$ cat src/rtl/rom_arbiter_pkg.sv
// ---------------------------------------------------------------------------
// rom_pkg
// Shared definitions for the cartridge ROM arbiter slice.
//   ROM_ADDR_W / ROM_DATA_W : geometry of blk_mem_gen_0 (18-bit addr, 24-bit data)
//   req_id_t                : requester identifier carried down the tag pipeline
//   STARVE_CNT_W            : width of the starvation counter (covers 1..255)
// ---------------------------------------------------------------------------
package rom_pkg;

   localparam int ROM_ADDR_W   = 18;
   localparam int ROM_DATA_W   = 24;
   localparam int STARVE_CNT_W = 8;

   typedef enum logic {
      REQ_CORE = 1'b0,   // MainGameBoy core fetch port
      REQ_AUX  = 1'b1    // secondary reader (tile/debug viewer or loader)
   } req_id_t;

endpackage

$ cat src/rtl/rom_arbiter_if.sv
// ---------------------------------------------------------------------------
// rom_arbiter_if
// One requester's read port onto the shared ROM.
//   req    : read request, held until gnt
//   addr   : read address, stable while req is high and ungranted
//   gnt    : combinational accept in the current cycle
//   rvalid : rdata valid this cycle (one pulse per accepted request)
//   rdata  : read data, meaningful only while rvalid is high
// Modports: master = requester side, slave = arbiter side.
// ---------------------------------------------------------------------------
interface rom_arbiter_if #(
   parameter int ADDR_W = 18,
   parameter int DATA_W = 24
);
   logic              req;
   logic [ADDR_W-1:0] addr;
   logic              gnt;
   logic              rvalid;
   logic [DATA_W-1:0] rdata;

   modport master (output req, addr, input gnt, rvalid, rdata);
   modport slave  (input req, addr, output gnt, rvalid, rdata);
endinterface

$ cat src/rtl/rom_arbiter_tag_pipe.sv
// ---------------------------------------------------------------------------
// rom_tag_pipe
// Shift register of {valid, id} that tracks each read from acceptance until
// its data appears on the ROM output.
//   clk, rst_n : clock, asynchronous active-low clear
//   in_valid   : a read was accepted this cycle
//   in_id      : owner of the accepted read
//   out_valid  : last stage valid (read data is on the ROM output now)
//   out_id     : owner of the read in the last stage
//   any_valid  : at least one stage holds a read in flight
// ---------------------------------------------------------------------------
module rom_tag_pipe
   import rom_pkg::*;
#(
   parameter int DEPTH = 2
) (
   input  logic    clk,
   input  logic    rst_n,
   input  logic    in_valid,
   input  req_id_t in_id,
   output logic    out_valid,
   output req_id_t out_id,
   output logic    any_valid
);

   logic [DEPTH-1:0] valid_reg;
   req_id_t          id_reg [DEPTH];

   genvar gi;
   generate
      for (gi = 0; gi < DEPTH; gi++) begin : g_stage
         if (gi == 0) begin : g_head
            always_ff @(posedge clk or negedge rst_n) begin
               if (!rst_n) begin
                  valid_reg[gi] <= 1'b0;
                  id_reg[gi]    <= REQ_CORE;
               end else begin
                  valid_reg[gi] <= in_valid;
                  id_reg[gi]    <= in_id;
               end
            end
         end else begin : g_body
            always_ff @(posedge clk or negedge rst_n) begin
               if (!rst_n) begin
                  valid_reg[gi] <= 1'b0;
                  id_reg[gi]    <= REQ_CORE;
               end else begin
                  valid_reg[gi] <= valid_reg[gi-1];
                  id_reg[gi]    <= id_reg[gi-1];
               end
            end
         end
      end
   endgenerate

   assign out_valid = valid_reg[DEPTH-1];
   assign out_id    = id_reg[DEPTH-1];
   assign any_valid = |valid_reg;

endmodule

$ cat src/rtl/rom_arbiter.sv
// ---------------------------------------------------------------------------
// rom_arbiter
// Shares the single-port synchronous cartridge ROM between the core fetch
// port (rq0) and a secondary reader (rq1). One read accepted per cycle,
// responses return in acceptance order after a fixed latency.
//   clk, rst_n : clock, asynchronous active-low reset
//   rq0, rq1   : requester ports (req/addr/gnt/rvalid/rdata)
//   rom_addr   : registered address to ROM addra
//   rom_dout   : ROM douta
//   busy       : at least one read in flight
// Parameters: READ_LAT (1..3) ROM latency, PRIO0 (1 = fixed priority to rq0
// with starvation guard, 0 = round-robin), STARVE_MAX (1..255).
// ---------------------------------------------------------------------------
module rom_arbiter
   import rom_pkg::*;
#(
   parameter int ADDR_W     = ROM_ADDR_W,
   parameter int DATA_W     = ROM_DATA_W,
   parameter int READ_LAT   = 1,
   parameter int PRIO0      = 1,
   parameter int STARVE_MAX = 8
) (
   input  logic                clk,
   input  logic                rst_n,
   rom_arbiter_if.slave        rq0,
   rom_arbiter_if.slave        rq1,
   output logic [ADDR_W-1:0]   rom_addr,
   input  logic [DATA_W-1:0]   rom_dout,
   output logic                busy
);

   localparam logic [STARVE_CNT_W-1:0] STARVE_LIM = STARVE_CNT_W'(STARVE_MAX);

   logic                    gnt0;
   logic                    gnt1;
   logic                    accept;
   req_id_t                 acc_id;
   req_id_t                 last_grant_reg;
   logic [STARVE_CNT_W-1:0] starve_cnt_reg;
   logic [STARVE_CNT_W-1:0] starve_cnt_next;
   logic [ADDR_W-1:0]       rom_addr_reg;
   logic                    starve_hit;
   logic                    pipe_valid;
   req_id_t                 pipe_id;

   assign starve_hit = (starve_cnt_reg == STARVE_LIM);

   // Grant is combinational so a requester can be accepted in the cycle it
   // raises req. Each branch derives gnt1 from gnt0 (or vice versa) so the
   // two can never be high together.
   always_comb begin
      gnt0 = 1'b0;
      gnt1 = 1'b0;
      if (PRIO0 != 0) begin
         gnt1 = rq1.req & (~rq0.req | starve_hit);
         gnt0 = rq0.req & ~gnt1;
      end else begin
         gnt0 = rq0.req & (~rq1.req | (last_grant_reg == REQ_AUX));
         gnt1 = rq1.req & ~gnt0;
      end
   end

   assign accept = gnt0 | gnt1;
   assign acc_id = gnt1 ? REQ_AUX : REQ_CORE;

   // Counts cycles rq1 waits behind rq0; saturates so the forced grant fires
   // on the cycle after STARVE_MAX waiting cycles.
   always_comb begin
      starve_cnt_next = starve_cnt_reg;
      if (PRIO0 == 0) begin
         starve_cnt_next = '0;
      end else if (!rq1.req || gnt1) begin
         starve_cnt_next = '0;
      end else if (!starve_hit) begin
         starve_cnt_next = starve_cnt_reg + 1'b1;
      end
   end

   always_ff @(posedge clk or negedge rst_n) begin
      if (!rst_n) begin
         rom_addr_reg   <= '0;
         last_grant_reg <= REQ_AUX;   // so rq0 wins the first round-robin tie
         starve_cnt_reg <= '0;
      end else begin
         starve_cnt_reg <= starve_cnt_next;
         if (accept) begin
            rom_addr_reg   <= gnt1 ? rq1.addr : rq0.addr;
            last_grant_reg <= acc_id;
         end
      end
   end

   // Stage 0 covers the rom_addr register, the remaining READ_LAT stages
   // cover the ROM itself.
   rom_tag_pipe #(
      .DEPTH (READ_LAT + 1)
   ) u_tag_pipe (
      .clk       (clk),
      .rst_n     (rst_n),
      .in_valid  (accept),
      .in_id     (acc_id),
      .out_valid (pipe_valid),
      .out_id    (pipe_id),
      .any_valid (busy)
   );

   assign rom_addr   = rom_addr_reg;
   assign rq0.gnt    = gnt0;
   assign rq1.gnt    = gnt1;
   assign rq0.rvalid = pipe_valid & (pipe_id == REQ_CORE);
   assign rq1.rvalid = pipe_valid & (pipe_id == REQ_AUX);
   assign rq0.rdata  = rom_dout;
   assign rq1.rdata  = rom_dout;

endmodule

$ cat src/flat_wrapper.sv
// flat-port wrapper written by rule: the top's interface ports become plain ports
module rom_arbiter_flat import rom_pkg::*;
#(
   parameter int ADDR_W     = ROM_ADDR_W,
   parameter int DATA_W     = ROM_DATA_W,
   parameter int READ_LAT   = 1,
   parameter int PRIO0      = 1,
   parameter int STARVE_MAX = 8
)
  (clk, rst_n, rom_addr, rom_dout, busy, rq0_req, rq0_addr, rq0_gnt, rq0_rvalid, rq0_rdata, rq1_req, rq1_addr, rq1_gnt, rq1_rvalid, rq1_rdata);
  rom_arbiter_if #(.ADDR_W(ADDR_W), .DATA_W(DATA_W)) rq0_i ();
  rom_arbiter_if #(.ADDR_W(ADDR_W), .DATA_W(DATA_W)) rq1_i ();
  input  logic clk;
  input  logic rst_n;
  output logic [ADDR_W-1:0] rom_addr;
  input  logic [DATA_W-1:0] rom_dout;
  output logic busy;
  input wire logic [$bits(rq0_i.req)-1:0] rq0_req;
  input wire logic [$bits(rq0_i.addr)-1:0] rq0_addr;
  output wire logic [$bits(rq0_i.gnt)-1:0] rq0_gnt;
  output wire logic [$bits(rq0_i.rvalid)-1:0] rq0_rvalid;
  output wire logic [$bits(rq0_i.rdata)-1:0] rq0_rdata;
  input wire logic [$bits(rq1_i.req)-1:0] rq1_req;
  input wire logic [$bits(rq1_i.addr)-1:0] rq1_addr;
  output wire logic [$bits(rq1_i.gnt)-1:0] rq1_gnt;
  output wire logic [$bits(rq1_i.rvalid)-1:0] rq1_rvalid;
  output wire logic [$bits(rq1_i.rdata)-1:0] rq1_rdata;
  assign rq0_i.req = rq0_req;
  assign rq0_i.addr = rq0_addr;
  assign rq0_gnt = rq0_i.gnt;
  assign rq0_rvalid = rq0_i.rvalid;
  assign rq0_rdata = rq0_i.rdata;
  assign rq1_i.req = rq1_req;
  assign rq1_i.addr = rq1_addr;
  assign rq1_gnt = rq1_i.gnt;
  assign rq1_rvalid = rq1_i.rvalid;
  assign rq1_rdata = rq1_i.rdata;
  rom_arbiter #(.ADDR_W(ADDR_W), .DATA_W(DATA_W), .READ_LAT(READ_LAT), .PRIO0(PRIO0), .STARVE_MAX(STARVE_MAX)) u_core (.clk(clk), .rst_n(rst_n), .rq0(rq0_i), .rq1(rq1_i), .rom_addr(rom_addr), .rom_dout(rom_dout), .busy(busy));
endmodule
$ cat config.mk
export PLATFORM = sky130hd
export DESIGN_NAME = rom_arbiter_flat
export DESIGN_NICKNAME = d
export VERILOG_FILES = /design/src/rtl/rom_arbiter_pkg.sv /design/src/rtl/rom_arbiter_if.sv /design/src/rtl/rom_arbiter_tag_pipe.sv /design/src/rtl/rom_arbiter.sv /design/src/flat_wrapper.sv
export SDC_FILE = /design/constraint.sdc
export NUM_CORES = 1
export LEC_CHECK = 0
export ABC_AREA = 1
export CAP_MARGIN = 30
export CORE_AREA = 2 2 78 80
export DETAILED_ROUTE_END_ITERATION = 10
export DIE_AREA = 0 0 80 82
export GPL_TIMING_DRIVEN = 0
export PLACE_DENSITY_LB_ADDON = 0.2
export SKIP_LAST_GASP = 1
export SLEW_MARGIN = 20
export SYNTH_ARGS = -nofsm -noshare
export SYNTH_HDL_FRONTEND = slang
export SYNTH_SLANG_ARGS = --single-unit
export TNS_END_PERCENT = 5
$ cat constraint.sdc
create_clock -name clk -period 1.8 [get_ports clk]
set_input_delay 0.36 -clock clk [delete_from_list [all_inputs] [get_ports clk]]
set_output_delay 0.36 -clock clk [all_outputs]
set_load 0.02 [all_outputs]
==> impl_metrics.py <==
metrics = {
    "pwr": {
        "power_per_cell_area_nw_per_um2": 621,
        "leakage_nw": 1.60,
        "ir_drop_mv": 0.329,
    },
    "clock_tree": {
        "path_clk_slew_ps": 70,
        "clock_latency_ps": 280,
        "numCtsBuffers": 5,
        "cts_tree": "built",
        "htreeDepth": 2,
        "cts_buffer_depth": 2,
        "cts-root-buf": "clkbuf_8",
        "clock_sinks": 30,
    },
    "synthesis": {
        "yosys.area.top_type": "dfrtp_1",
        "synth_edf_count": 0,
        "yosys_warnings": 0,
        "synth_top_area_share_pct": 38.9,
        "synth.most_common_cell": "buf_4",
        "ys_ff_latch": 30,
        "yosysSeqAreaShare_pct": 38.9,
        "syn_area_um2": 1930,
        "synth_nets": 318,
        "async_reset_ff_share_pct": 100,
        "ys_top_cells_by_count": "buf_4 (49), nand2_1 (48), nand3_1 (41)",
        "synth.avg_cell_area_um2": 7.65,
        "ys.flop_type": "dfrtp_1",
        "synth_cell_type_count": 19,
        "synth_cells": 252,
        "synth_area_leaders": "dfrtp_1 (39%), buf_4 (19%), nand3_1 (11%)",
    },
    "global_route": {
        "grt_use_met1_pct": 17.5,
        "antenna_found_initial": 0,
        "grt-busiest-layer": "met2",
        "overflow": 0,
        "grt_pass1_vias": 1849,
        "grt_usage_pct": 15.9,
        "grt_pass1_wl_mm": 7.96,
        "grt.met2_usage_pct": 27.6,
        "grt_max_degree": 31,
        "grt_use_met3_pct": 6.70,
    },
    "timing": {
        "slew_viol_final": 0,
        "max_freq_mhz": 558,
        "skew_ps": 7.73,
        "hold_viol": 0,
        "whs_ps": 121,
        "fin_crit_sh_pct": 99.6,
        "rsz0062_at_grt": "yes",
        "fin_crit_ps": 1790,
        "relSlewSlack_pct": 54.9,
        "setup_tns_ps": 0,
        "worst_slew_pin_slew_ps": 677,
        "finalSetupViolCount": 0,
    },
    "cells_and_area": {
        "areaGrowthSynthToFinish_pct": 72.0,
        "largest_register_ffs": 18,
        "layout.nets": 444,
        "diodes": 0,
        "layout-drive-gt1-share_pct": 22.4,
    },
    "drt": {
        "drt_iter0_drc": 53,
        "drt-wirelength-per-cell_um": 11.0,
        "via_per_inst": 4.25,
        "vias": 1928,
        "firstDrtPassIters": 4,
        "drcViolationCount": 0,
        "postRouteAntennaNets": 0,
        "wirelength_mm": 5.00,
    },
    "placement": {
        "dp.final_hpwl_mm": 3.81,
        "gp_congestion": 0.782,
        "io_buffers": 110,
    },
    "worst_hold_path": {
        "hold_class": "in -> async",
    },
    "job": {
        "drv_cap": 0,
    },
    "die": {
        "coreArea_um2": 5750,
        "fp.dieH_um": 82,
        "pin_count": 135,
        "rows": 28,
        "fp.dieW_um": 80,
        "dieArea_um2": 6560,
        "initial_core_util_pct": 33.6,
    },
    "worst_setup_path": {
        "worstPathCellList": "inv_2 -> ha_4 -> nand3_4 -> o21ai_4 -> nand2_4 -> inv_4 -> buf_2",
        "slowest_stage": "dfrtp_1",
        "endpoint_kind": "output pin",
        "crit_path_max_incr_delay_ps": 390,
        "cp_max_fo": 3,
        "cp-start-kind": "register",
        "critical_path_class": "reg -> out",
        "worstPathRequired_ps": 1440,
        "cp.arrival_ps": 1430,
    },
    "outcome": {
        "status": "completed",
    },
}
==> path summary, 6_finish.rpt <==
check | start | to | slack (ps) | depth (start not counted)
setup / recovery | u_core.starve_cnt_reg[1] | rq1_gnt | 8 | 7
setup reg to reg | u_core.starve_cnt_reg[1] | u_core.rom_addr[6] | 170 | 10
hold reg to reg | u_core.u_tag_pipe.id_reg[1] | u_core.u_tag_pipe.out_id | 350 | 0
max in group asynchronous | rst_n | u_core.u_tag_pipe.out_valid | 1240 | 1
hold / removal | rst_n | u_core.rom_addr[8] | 120 | 1
min in group clk | u_core.u_tag_pipe.id_reg[1] | u_core.u_tag_pipe.out_id | 350 | 0
==> layout make-up <==
class / instances / area [µm²]
fillers: 538 / 2430
repair buffers: 119 / 1160
flip-flops and latches: 30 / 751
multi-input cells: 133 / 642
plain buffers: 55 / 430
inverters: 34 / 130
clock buffers: 8 / 110
well taps: 75 / 93.8
==> where the power goes <==
| group | internal [mW] | leakage, nW | switching (mW) |
|---|---|---|---|
| clock network | 0.386 | 0.0575 | 0.241 |
| registers | 0.724 | 0.372 | 0.0256 |
| logic | 0.377 | 1.17 | 0.305 |
| total | 1.49 | 1.60 | 0.571 |
==> layout by cell type (no fill, tap or decap), types with 4 or more instances in the layout <==
master           netlist  routed
clkdlybuf4s50_1        0     106
clkbuf_8               3      11
nor2_1                32      31
nand3_1               41      41
inv_1                 34      31
nand2_1               48      48
buf_4                 49      58
dfrtp_1               30      30
buf_2                  2       4
==> worst max-delay path, delay by kind of cell (launching register included) <==
kind	cells	cell delay, ps
flip-flops	1	390
buffers and inverters	3	290
AO/OA/AOI/OAI	1	190
adder cells (fa/ha/maj)	1	140
AND/OR/NAND/NOR	2	140
==> routing by layer <==
| layer | vias up | wire, µm |
|---|---|---|
| li1 | 967 | - |
| met1 | 848 | 2010 |
| met2 | 108 | 2300 |
| met3 | 5 | 611 |
| met4 | 0 | 75 |
| met5 | - | 0 |
==> timing repair <==
item                                    CTS  global route
endpoints found under the setup margin    3             7
pin swaps                                 3             3
resized for setup                        10             9
hold buffers                              0             0
hold endpoints to repair                  0             0
buffers inserted                          4             5
==> per-stage QoR <==
stage	util, %	worst slack, ps	power [mW]	area, µm²	std cells
after floorplan	-	14.1	1.09	1930	252
after global placement	54.4	-637	1.43	3120	437
after detailed placement	54.3	-634	1.43	3120	437
after CTS	56.5	-62.3	2.08	3250	449
after global routing	57.7	-76.4	2.18	3320	454
final	57.7	8.07	2.06	3320	454
==> logic make-up (layout without fill, tap and decap cells) <==
| logic type | after synthesis | in the layout | synth area share (%) |
|---|---|---|---|
| flops | 30 | 30 | 38.9 |
| compound gates | 2 | 2 | 1.23 |
| buf+inv | 89 | 216 | 28.9 |
| fa+ha+maj | 2 | 2 | 1.30 |
| xor+xnor | 3 | 3 | 1.36 |
| simple gates | 126 | 126 | 28.2 |
(Power assumes the default switching activity.)
